File: config.mk
export PLATFORM = sky130hd
export DESIGN_NAME = srgate_multi
export DESIGN_NICKNAME = d
export VERILOG_FILES = /design/src/rtl/srgate_multi.sv
export SDC_FILE = /design/constraint.sdc
export NUM_CORES = 1
export LEC_CHECK = 0
export CAP_MARGIN = 20
export CELL_PAD_IN_SITES_DETAIL_PLACEMENT = 1
export CELL_PAD_IN_SITES_GLOBAL_PLACEMENT = 2
export CORE_MARGIN = 5
export CORE_UTILIZATION = 31
export CTS_CLUSTER_SIZE = 16
export DETAILED_ROUTE_END_ITERATION = 16
export PLACE_DENSITY = 0.84
export SYNTH_ARGS = -nofsm -noshare
export SYNTH_HDL_FRONTEND = slang
export SYNTH_SLANG_ARGS = --single-unit
File: constraint.sdc
create_clock -name clk_i -period 3.6 [get_ports clk_i]
set_input_delay 0.72 -clock clk_i [delete_from_list [all_inputs] [get_ports clk_i]]
set_output_delay 0.72 -clock clk_i [all_outputs]
set_load 0.01 [all_outputs]
File: src/rtl/srgate_multi.sv
// Multi-channel set/reset gate: per-channel edge-selected SR latch with force strobes,
// simultaneous-edge priority and an optional retriggerable auto-reset timeout.
module srgate_multi #(
    parameter int unsigned NCHAN = 4,
    parameter int unsigned TW    = 32
) (
    input  logic                  clk_i,
    input  logic                  rst_n_i,
    input  logic [NCHAN-1:0]      set_i,
    input  logic [NCHAN-1:0]      reset_i,
    input  logic [2*NCHAN-1:0]    SET_EDGE,
    input  logic [2*NCHAN-1:0]    RST_EDGE,
    input  logic [NCHAN-1:0]      RST_WINS,
    input  logic [TW*NCHAN-1:0]   TIMEOUT,
    input  logic [NCHAN-1:0]      FORCE_SET_WSTB,
    input  logic [NCHAN-1:0]      FORCE_RST_WSTB,
    output logic [NCHAN-1:0]      out_o,
    output logic [NCHAN-1:0]      timeout_o
);

    typedef enum logic [1:0] {
        EDGE_RISE   = 2'd0,
        EDGE_FALL   = 2'd1,
        EDGE_EITHER = 2'd2,
        EDGE_OFF    = 2'd3
    } edge_mode_t;

    logic [NCHAN-1:0] set_prev;
    logic [NCHAN-1:0] rst_prev;
    logic             armed;
    logic [TW-1:0]    cnt [NCHAN];

    logic [NCHAN-1:0] set_ev;
    logic [NCHAN-1:0] rst_ev;
    logic [NCHAN-1:0] expire;
    logic [NCHAN-1:0] nxt_out;
    logic [NCHAN-1:0] nxt_to;
    logic [NCHAN-1:0] go_high;
    logic [NCHAN-1:0] inc_cnt;
    logic [TW-1:0]    tmo;
    logic [TW:0]      cnt_next;

    function automatic logic edge_hit(input logic [1:0] mode, input logic cur, input logic prev);
        logic hit;
        hit = 1'b0;
        case (edge_mode_t'(mode))
            EDGE_RISE:   hit = cur & ~prev;
            EDGE_FALL:   hit = ~cur & prev;
            EDGE_EITHER: hit = cur ^ prev;
            default:     hit = 1'b0;
        endcase
        return hit;
    endfunction

    always_comb begin
        set_ev   = '0;
        rst_ev   = '0;
        expire   = '0;
        nxt_out  = out_o;
        nxt_to   = '0;
        go_high  = '0;
        inc_cnt  = '0;
        tmo      = '0;
        cnt_next = '0;
        for (int unsigned k = 0; k < NCHAN; k++) begin
            tmo       = TIMEOUT[TW*k +: TW];
            cnt_next  = {1'b0, cnt[k]} + {{TW{1'b0}}, 1'b1};
            set_ev[k] = armed & edge_hit(SET_EDGE[2*k +: 2], set_i[k], set_prev[k]);
            rst_ev[k] = armed & edge_hit(RST_EDGE[2*k +: 2], reset_i[k], rst_prev[k]);
            // Width-extended compare so an all-ones counter cannot wrap past the limit
            expire[k] = out_o[k] && (tmo != '0) && (cnt_next >= {1'b0, tmo});
            if (FORCE_RST_WSTB[k]) begin
                nxt_out[k] = 1'b0;
            end else if (FORCE_SET_WSTB[k]) begin
                nxt_out[k] = 1'b1;
                go_high[k] = 1'b1;
            end else if (set_ev[k] && rst_ev[k]) begin
                nxt_out[k] = ~RST_WINS[k];
                go_high[k] = ~RST_WINS[k];
            end else if (rst_ev[k]) begin
                nxt_out[k] = 1'b0;
            end else if (set_ev[k]) begin
                nxt_out[k] = 1'b1;
                go_high[k] = 1'b1;
            end else if (expire[k]) begin
                nxt_out[k] = 1'b0;
                nxt_to[k]  = 1'b1;
            end
            inc_cnt[k] = out_o[k] && (tmo != '0) && (cnt[k] != '1);
        end
    end

    always_ff @(posedge clk_i) begin
        if (!rst_n_i) begin
            out_o     <= '0;
            timeout_o <= '0;
            set_prev  <= set_i;
            rst_prev  <= reset_i;
            armed     <= 1'b0;
            for (int unsigned k = 0; k < NCHAN; k++) begin
                cnt[k] <= '0;
            end
        end else begin
            out_o     <= nxt_out;
            timeout_o <= nxt_to;
            set_prev  <= set_i;
            rst_prev  <= reset_i;
            armed     <= 1'b1;
            for (int unsigned k = 0; k < NCHAN; k++) begin
                if (go_high[k]) begin
                    cnt[k] <= '0;
                end else if (inc_cnt[k]) begin
                    cnt[k] <= cnt[k] + {{(TW-1){1'b0}}, 1'b1};
                end
            end
        end
    end

endmodule

==> reports/results.ini <==
[outcome]
status = complete, but fails checks
violations = setup timing

[die]
design.portCount = 174
die_h_um = 203.3
rows = 70
coreArea_mm2 = 0.03679
die_w_um = 203.3
start_util_pct = 31.49
dieArea_mm2 = 0.04134

[hold_path]
hold_depth = 2
min-delay-start = out_o[3]$_SDFFE_PP0P_
hold_class = flop to flop
min_to = out_o[3]$_SDFFE_PP0P_

[critical_path]
reg2reg_from = cnt[3][0]$_SDFFCE_PN0P_
cp_max_fo = 4
cp_num_cells = 16
rrSetupSlack_ns = -0.23
path_class = flop to flop
cp_slowest_cell = or3_1
slowest_delay_ns = 0.40
cp-end-kind = flop
worstRegToRegCells = 16
r2r_end = timeout_o[3]$_SDFF_PP0_
critical_path_required_ns = 3.93
startpoint_type = flop
cp.arrival_ns = 4.16
critPathTopFamily = simple AND/OR/NAND/NOR gates
cp_num_buf_inv = 2
cp_cell_sequence = buf_4 -> buf_4 -> nand4_1 -> nor2_2 -> nor4b_4 -> nand4_1 -> nand2b_1 -> xnor2_1 -> ha_1 -> and4_4 -> a221oi_4 -> o21ai_2 -> a221oi_2 -> o21ai_1 -> or3_1 -> and3b_1

[layout]
final_common_cell = clkdlybuf4s50_1
nNetsFinal = 1828
layout_common_cells = 173 x clkdlybuf4s50_1, 169 x inv_1, 147 x ha_1, 128 x edfxtp_1, 127 x nor2b_1
n_fill_cell = 4212
area_delta_synth_final_pct = 33.35
drive_gt1_share_pct = 11.00
postLayoutCoreUtil_pct = 42.00

[clocking]
htree_levels = 4
numClockSinks = 145
cts-root-buf = clkbuf_16
cts_tree = yes
cts_inserted_buffers = 17
clk_pin_slew_worst_paths_ns = 0.07
clockBufferDepth = 2
cts_hold_buf = 0
worstSkewPairLatency_ns = 0.44

[detailed_routing]
ant_nets = 0
highest_layer = met4
wl_met3_um = 1199
dr_wl_met2_um = 16840
drc = 0
wl_per_cell_um = 16.75
vias = 9869
wl_met1_um = 14840
via_per_inst = 4.944
initialDrtViolationCount = 260
drt-total-wl_um = 33430
dr.pass1.iters = 4

[synthesis]
synth_edf_count = 128
synth_area_mm2 = 0.01158
yosysSeqAreaShare_pct = 36.12
synth.distinct_cells = 54
syn_inst = 1242
synth_simple_gate_area_share_pct = 24.68
synth_compound_area_share_pct = 7.884
avgSynthCellArea_um2 = 9.328
ys.flop_type = edfxtp_1
ys_ff_latch = 145
synth_top_family_by_area = simple AND/OR/NAND/NOR gates
synth_fp_nets = 1556
synth.mux.area_fraction_pct = 0
synth_warnings = 0
synthAdderAreaFrac_pct = 15.98
ys_async_sr_fraction_pct = 0
synthXorXnorAreaFrac_pct = 9.072

[global_route]
first_global_vias = 10860
grt_max_degree = 33
antenna_found_initial = 1
grt_usage_pct = 15.99
overflow = 0
grt_pass1_wl_um = 53700

[timing]
timing.final.crit_share_pct = 106.4
hold_viol_final = 0
tns_ns = -0.3890
fin_ws_ns = -0.2288
slew_headroom_pct = 47.75
worst_pin_slew_ns = 0.7640
fin_crit_ns = 3.829
finalClockSkew_ns = 0.01218
rsz0062_at_grt = true
clock.fmax_mhz = 261.2
maxSlewViolCount = 0
finalSetupViolations = 2

[power_and_ir_drop]
p_per_area_mw_per_mm2 = 337.0
vdd_drop_max_v = 0.0003177
p_total_mw = 5.206
p_leak_nw = 6.862

[place]
dp_slack_ns = -0.3181
io_buffers = 173
place.gp.congestion = 0.7939
dp_hpwl_um = 26850

[job]
drv_cap = 0

-- area by class of cell --
| class | instances | area, µm² | area share (%) |
|---|---|---|---|
| diodes | 1 | 2.502 | 0.01620 |
| clock buffers | 22 | 484.2 | 3.134 |
| clock inverters | 10 | 226.5 | 1.466 |
| inverters | 169 | 634.4 | 4.106 |
| multi-input cells | 911 | 6847 | 44.32 |
| flip-flops and latches | 145 | 4184 | 27.08 |
| well taps | 468 | 585.6 | 3.790 |
| repair buffers | 270 | 2485 | 16.08 |
-- state kept, by name, indices dropped and copies added, names as in the netlist --
signal     count
out_o          4
rst_prev       4
armed          1
set_prev       4
cnt          128
timeout_o      4
-- worst reg2reg max path: cells and delay by family (launching register included) --
| kind | cells | cell delay [ns] |
|---|---|---|
| AND/OR/NAND/NOR | 8 | 1.90 |
| AO/OA/AOI/OAI | 4 | 0.77 |
| flip-flops | 1 | 0.38 |
| adder cells (fa/ha/maj) | 1 | 0.28 |
| buffers and inverters | 2 | 0.23 |
| XOR/XNOR | 1 | 0.19 |
-- what timing repair did --
item                                    CTS  global route
resized for setup                        12            23
pin swaps                                 8            23
buffers inserted                          6            12
endpoints found under the setup margin    6             8
-- power by group --
part	internal (mW)	leakage (nW)	total (mW)	switching [mW]
Combinational	0.508	4.98	0.980	0.472
Clock	1.44	0.346	2.18	0.736
Sequential	1.95	1.54	2.05	0.0950
Total	3.90	6.86	5.21	1.30
-- cell families after synthesis --
group	Yosys count
buf+inv	186
compound gates	146
flops	145
xor+xnor	120
fa+ha+maj	148
simple gates	497
-- metal layers --
metal / up-vias / track usage, %
li1: 4913 / -
met1: 4777 / 18.89
met2: 148 / 29.41
met3: 31 / 3.101
met4: 0 / 4.625
met5: - / 0
-- worst max-delay path by stage --
stage	slack, ns	start	endpoint
after global placement	-0.19	cnt[3][1]$_SDFFCE_PN0P_	timeout_o[3]$_SDFF_PP0_
final	-0.23	cnt[3][0]$_SDFFCE_PN0P_	timeout_o[3]$_SDFF_PP0_
after global routing	-0.41	cnt[3][0]$_SDFFCE_PN0P_	timeout_o[3]$_SDFF_PP0_
after detailed placement	-0.32	cnt[3][1]$_SDFFCE_PN0P_	timeout_o[3]$_SDFF_PP0_
after CTS	-0.32	cnt[3][1]$_SDFFCE_PN0P_	timeout_o[3]$_SDFF_PP0_
after floorplan	0.02	cnt[3][0]$_SDFFCE_PN0P_	timeout_o[3]$_SDFF_PP0_
-- stage by stage --
step | std cells | hold WS (ns) | cell area [µm²]
finish | 1996 | 0.5432 | 15450
global route | 1995 | 0.5725 | 15450
CTS | 1983 | 0.5293 | 15250
detailed placement | 1945 | 0.5314 | 14440
global placement | 1945 | 0.5251 | 14440
floorplan | 1242 | 0.5098 | 11590
-- Yosys cell counts, types with 2 or more instances --
| master | n | area share (%) |
|---|---|---|
| a211o_1 | 3 | 0.23 |
| ha_1 | 148 | 16 |
| nor4_1 | 38 | 2.1 |
| nand3_1 | 47 | 2.0 |
| a21o_1 | 22 | 1.4 |
| a221oi_1 | 2 | 0.15 |
| o41ai_1 | 2 | 0.15 |
| inv_1 | 169 | 5.5 |
| xor2_1 | 46 | 3.5 |
| and3_1 | 30 | 1.6 |
| and3b_1 | 6 | 0.45 |
| edfxtp_1 | 128 | 33 |
| nor3b_1 | 4 | 0.26 |
| o22ai_1 | 2 | 0.11 |
| a21oi_1 | 51 | 2.2 |
| a31oi_1 | 2 | 0.11 |
| nand2_1 | 63 | 2.0 |
| and2_1 | 6 | 0.32 |
| o21a_1 | 5 | 0.32 |
| or4b_1 | 2 | 0.17 |
| clkbuf_1 | 10 | 0.32 |
| nor3_1 | 10 | 0.43 |
| o21ai_0 | 31 | 1.3 |
| a211oi_1 | 9 | 0.58 |
| nand2b_1 | 23 | 1.2 |
| a2111oi_0 | 4 | 0.30 |
| xnor2_1 | 74 | 5.6 |
| buf_2 | 4 | 0.17 |
| nor2_1 | 56 | 1.8 |
| nand4_1 | 51 | 2.8 |
| nor2b_1 | 127 | 6.9 |
| nor4b_1 | 2 | 0.15 |
| dfxtp_1 | 17 | 2.9 |
| and4_1 | 19 | 1.4 |
| or2_2 | 6 | 0.32 |
| o211ai_1 | 3 | 0.19 |
| buf_6 | 3 | 0.29 |
(Power assumes the default switching activity.)
==> RTL edit 1 (config.mk and constraints unchanged) <==
`NCHAN`: 4 -> 2.
--- a/src/rtl/srgate_multi.sv
+++ b/src/rtl/srgate_multi.sv
@@ -3,3 +3,3 @@
 module srgate_multi #(
-    parameter int unsigned NCHAN = 4,
+    parameter int unsigned NCHAN = 2,
     parameter int unsigned TW    = 32
Interface: changed (10 resized); port bits go from 174 to 88. No check against the original RTL was run, so the function may have changed too.
==> RTL edit 1 against the unedited design <==
Worst setup slack better by 0.43 ns; via count is 49% lower; sequential cell count is 72 lower; synthesized area is 49% lower; cell area is 50% lower; critical path depth is 2 lower; routed wire length is 49% lower; cell count is 50% lower; power is 55% lower; die area is 47% lower; clock skew is 0.0070 ns lower; worst hold slack better by 0.029 ns.
==> RTL edit 1: results (changes against the unedited design) <==
Status: complete, no violations
Tot Pwr: 2.36 mW (-55%)
Gr usage total: 0.156 (-0.00438)
Vias/cell: 5.04 (+1.9%)
Distinct cells, synth: 52 (-3.7%)
Comb_multi_in: 469 (-49%)
I/O Buffers: 87 (-50%)
Post-synth top cells: 85 x inv_1, 74 x ha_1, 64 x edfxtp_1
Total CTS buffers: 9 (-8)
R2r setup slk: 0.20 ns (+0.43 ns)
Post-synth EDFFs: 64 (-50%)
Routed wl met2: 8730 microns (-48%)
Clock Latency Late Sink: 0.34 ns (-0.10 ns)
Ant diodes: 0 (-1)
Top post-synthesis cells by area: edfxtp_1 33%, ha_1 16%, nor2b_1 6.5%, xnor2_1 5.5%, inv_1 5.4%
Syn nets: 791 (-49%)
R2R Path Start: cnt[0][4]
Non-clk invs: 85 (-50%)
Share of layout cells above drive strength 1: 0.0955 (-0.0145)
Clkbuf count: 16 (-27%)
Worst Slack Setup Final: 0.197 ns (+0.425 ns)
WHS Endpoint: out_o[0]
Layout non-clock buf frac: 0.152 (-0.00913)
Worst Skew: 0.00521 ns (-0.00697 ns)
Area after DPL: 7240 sq um (-50%)
Initial antenna violation count: 0 (-1)
Layout clock area frac: 0.0354 (-0.0106)
Sequential share of the synthesized area: 0.359 (-0.00219)
GPL Wtd Cong: 0.832 (+4.8%)
Vias in the first global route: 5574 (-49%)
Register Area: 2100 sq um (-50%)
Die width: 147 microns (-27%)
Post-DR wirelength/cell: 16.9 microns (+1.1%)
First-pass GRT wire length: 27400 microns (-49%)
Dpl cells: 975 (-50%)
Setup Slack @ Placement: -0.210 ns (+0.108 ns)
Internal power: 1.73 mW (-56%)
Mapped Cells: 633 (-49%)
P_leak: 3.23 nW (-53%)
Worst Reg-to-Reg Cells: 14 (-2)
H-tree levels: 3 (-1)
CP arrival: 3.64 ns (-0.52 ns)
Relative slew slack: 0.463 (-0.0141)
Max reg flops: 64 (-50%)
Critical R2R Capture: out_o[0]
Clock power frac: 0.355 (-0.063)
Multi-input gate area: 3520 sq um (-49%)
Final nets: 917 (-50%)
Maximum VDD drop: 0.000245 V (-23%)
Logic pwr share: 0.205 (+0.017)
[RTL edit 1: cell types whose count changed after synthesis, sizes merged, moves of 25 or more]
| cell | change |
|---|---|
| inv | -84 |
| ha | -74 |
| edfxtp | -64 |
| nor2b | -64 |
| xnor2 | -37 |
| nor2 | -29 |
| nand2 | -26 |
| nand4 | -26 |
| and3 | -25 |
[RTL edit 1: worst max-delay path by stage]
stage                    to  cells after the start        from
5_1_grt        timeout_o[0]                     14   cnt[0][0]
3_3_place_gp       out_o[1]                     12  cnt[1][11]
3_5_place_dp       out_o[1]                     12  cnt[1][11]
6_report           out_o[0]                     14   cnt[0][4]
4_1_cts            out_o[0]                     14   cnt[0][0]
2_1_floorplan      out_o[1]                     12  cnt[1][11]
[RTL edit 1: logic make-up after synthesis]
logic type,synth area share
simple gates,0.253
buf+inv,0.0590
compound gates,0.0791
fa+ha+maj,0.158
flops,0.359
xor+xnor,0.0897
mux,0.00171
[RTL edit 1: worst max-delay path: stages, from the launching register on]
cell and delay [ns]:
edfxtp_1 0.40, nand4_1 0.36, nor4_2 0.35, buf_4 0.19
and2_1 0.23, nand3_1 0.12, xnor2_1 0.16, ha_1 0.31
nand3_1 0.13, nor3_1 0.23, buf_4 0.16, nand2_1 0.05
a31oi_2 0.22, o41ai_2 0.12, a31o_2 0.25
[RTL edit 1: what timing repair did]
action / 4_1_cts / 5_1_grt
endpoints found under the hold margin: 0 / 0
pin swaps: 1 / 8
cloned: 0 / 0
buffers inserted: 0 / 7
resized for setup: 3 / 17
setup endpoints to repair: 2 / 4
[RTL edit 1: routing by layer]
layer	track usage	up-vias
met5	0	-
met4	0.0438	0
met3	0.0251	10
met2	0.281	81
met1	0.192	2434
li1	-	2503
==> RTL edit 2 (same settings) <==
Without the edit above. Register the input `SET_EDGE` before use, without a reset. The logic sees it one clock later. The other inputs are not delayed to match.
--- a/src/rtl/srgate_multi.sv
+++ b/src/rtl/srgate_multi.sv
@@ -26,2 +26,8 @@
     } edge_mode_t;
+
+    logic [2*NCHAN-1:0] SET_EDGE_q;
+
+    always_ff @(posedge clk_i) begin
+        SET_EDGE_q <= SET_EDGE;
+    end
 
@@ -67,3 +73,3 @@
             cnt_next  = {1'b0, cnt[k]} + {{TW{1'b0}}, 1'b1};
-            set_ev[k] = armed & edge_hit(SET_EDGE[2*k +: 2], set_i[k], set_prev[k]);
+            set_ev[k] = armed & edge_hit(SET_EDGE_q[2*k +: 2], set_i[k], set_prev[k]);
             rst_ev[k] = armed & edge_hit(RST_EDGE[2*k +: 2], reset_i[k], rst_prev[k]);
Formal check against the unedited RTL: not equivalent (Yosys sat finds a counterexample within 4 cycles, from zero or initial values).
==> RTL edit 2 against the unedited design <==
Synthesized cell count is 0.56% lower; global-route usage down 0.42 points; count of clock-buffer cells in the layout rose by 4; synthesized area increased by 3.7%; largest cell class unchanged; critical endpoint is now timeout_o[0]; cell area shrank 0.75%; critical path type unchanged; worst setup slack better by 0.39 ns; sequential cell count is 8 higher; cell count decreased by 0.50%; routed wire length shrank 1.4%; sequential power is 5% higher; power fell by 4.4%.
==> RTL edit 2: results (changes against the unedited design) <==
P_leak: 6.59 nW (-4.0%)
Worst Skew: 0.0108 ns (-0.00140 ns)
Largest regs: cnt: 128 flops, SET_EDGE_q: 8 flops
Top post-synthesis cells by area: edfxtp_1 32%, ha_1 15%, xnor2_1 6.1%, nor2b_1 5.2%, inv_1 4.9%
Sequential share of the synthesized area: 0.362 (+0.000392)
H-tree levels: 4 (unchanged)
Yosys warning total: 0 (unchanged)
Vias: 9627 (-2.5%)
Post-synth EDFFs: 128 (unchanged)
Area after DPL: 14600 sq um (+0.99%)
Maximum VDD drop: 0.000334 V (+5.0%)
Clock transition at the registers of the reported paths: 0.07 ns (about the same)
Status: complete, no violations
GPL Wtd Cong: 0.778 (-2.0%)
Distinct cells, synth: 68 (+26%)
Share of layout cells above drive strength 1: 0.0954 (-0.0147)
Post-DR wirelength/cell: 16.6 microns (-0.94%)
Initial DRC Count: 279 (+7.3%)
CP max FO: 5 (+1)
Clock Latency Late Sink: 0.45 ns
Drt pass-1 iters: 4 (unchanged)
Relative slew slack: 0.450 (-0.0272)
Hold crit path type: flop to flop
Fillers: 4421 (+5.0%)
Vias in the first global route: 10500 (-2.9%)
Total CTS buffers: 17 (unchanged)
Top FF cell, synth: edfxtp_1
Final HPWL DP: 26700 microns (-0.56%)
First-pass GRT wire length: 53100 microns (-1.1%)
Initial antenna violation count: 1 (unchanged)
CP arrival: 3.78 ns (-0.38 ns)
Gr usage total: 0.156 (-0.00423)
Pin count of the biggest net entering global routing: 33 (unchanged)
Syn nets: 1549 (-0.45%)
Final nets: 1769 (-3.2%)
CTS Root Cell: clkbuf_16
Ant diodes: 0 (-1)
I/O Buffers: 173 (unchanged)
Max Root-Sink Buffers: 2 (unchanged)
Post-synth top cells: 157 x inv_1, 148 x ha_1, 128 x edfxtp_1
Asr flop ratio synth: 0 (unchanged)
[RTL edit 2: through the flow]
| step | TNS [ns] | utilization | cells | setup WS [ns] |
|---|---|---|---|---|
| finish | 0 | 0.399 | 1986 | 0.159 |
| global route | -0.00415 | 0.399 | 1986 | -0.00415 |
| CTS | 0 | 0.395 | 1982 | 0.000639 |
| detailed placement | -0.0121 | 0.379 | 1950 | -0.0121 |
| global placement | 0 | 0.379 | 1950 | 0.0903 |
| floorplan | 0 | - | 1235 | 0.393 |
[RTL edit 2: layout make-up]
class | instances | area, sq um | area share
inverters | 157 | 589 | 0.0384
flip-flops and latches | 153 | 4340 | 0.283
multi-input cells | 910 | 7060 | 0.460
repair buffers | 216 | 2070 | 0.135
clock inverters | 6 | 40.0 | 0.00261
clock buffers | 26 | 586 | 0.0382
well taps | 518 | 648 | 0.0423
[RTL edit 2: layer usage]
layer  track usage  share of wire  vias up
met1         0.189           0.45     4634
met3        0.0344          0.042       35
met2         0.275           0.49      136
met4        0.0484          0.018        2
li1              -              -     4820
met5             0        0.00039        -
[RTL edit 2: cells by family after synthesis]
kind of cell,synth area share
buf+inv,0.0591
simple gates,0.255
xor+xnor,0.0875
flops,0.362
compound gates,0.0822
mux,0.000833
fa+ha+maj,0.154
[RTL edit 2: path summary, 6_finish.rpt]
| path | start | end | slack, ns | cells after the start |
|---|---|---|---|---|
| setup / recovery | cnt[0][5] | timeout_o[0] | 0.16 | 15 |
| hold / removal | out_o[0] | out_o[0] | 0.53 | 2 |
| setup reg to reg | cnt[0][5] | timeout_o[0] | 0.16 | 15 |
| hold reg to reg | out_o[0] | out_o[0] | 0.53 | 2 |
[RTL edit 2: power by group]
group	total (mW)	internal (mW)	switching [mW]	leakage [nW]
clock	1.90	1.13	0.776	0.309
sequential	2.15	2.05	0.103	1.60
combinational	0.926	0.480	0.446	4.67
total	4.98	3.65	1.33	6.59
[RTL edit 2: timing repair]
action | 4_1_cts | 5_1_grt
pin swaps | 0 | 10
hold endpoints to repair | 0 | 0
setup buffers | 0 | 4
resized for setup | 1 | 22
setup endpoints to repair | 1 | 8
[RTL edit 2: critical path: stages (launching register included)]
cell,delay (ns)
edfxtp_1,0.38
and3_1,0.24
nand3_1,0.18
nor4_4,0.29
buf_4,0.18
nand4_1,0.11
xnor2_1,0.21
ha_1,0.28
a21o_1,0.16
a21o_1,0.18
a221oi_2,0.30
buf_4,0.17
o211ai_1,0.08
o21ai_0,0.19
a31oi_1,0.17
and2_1,0.20
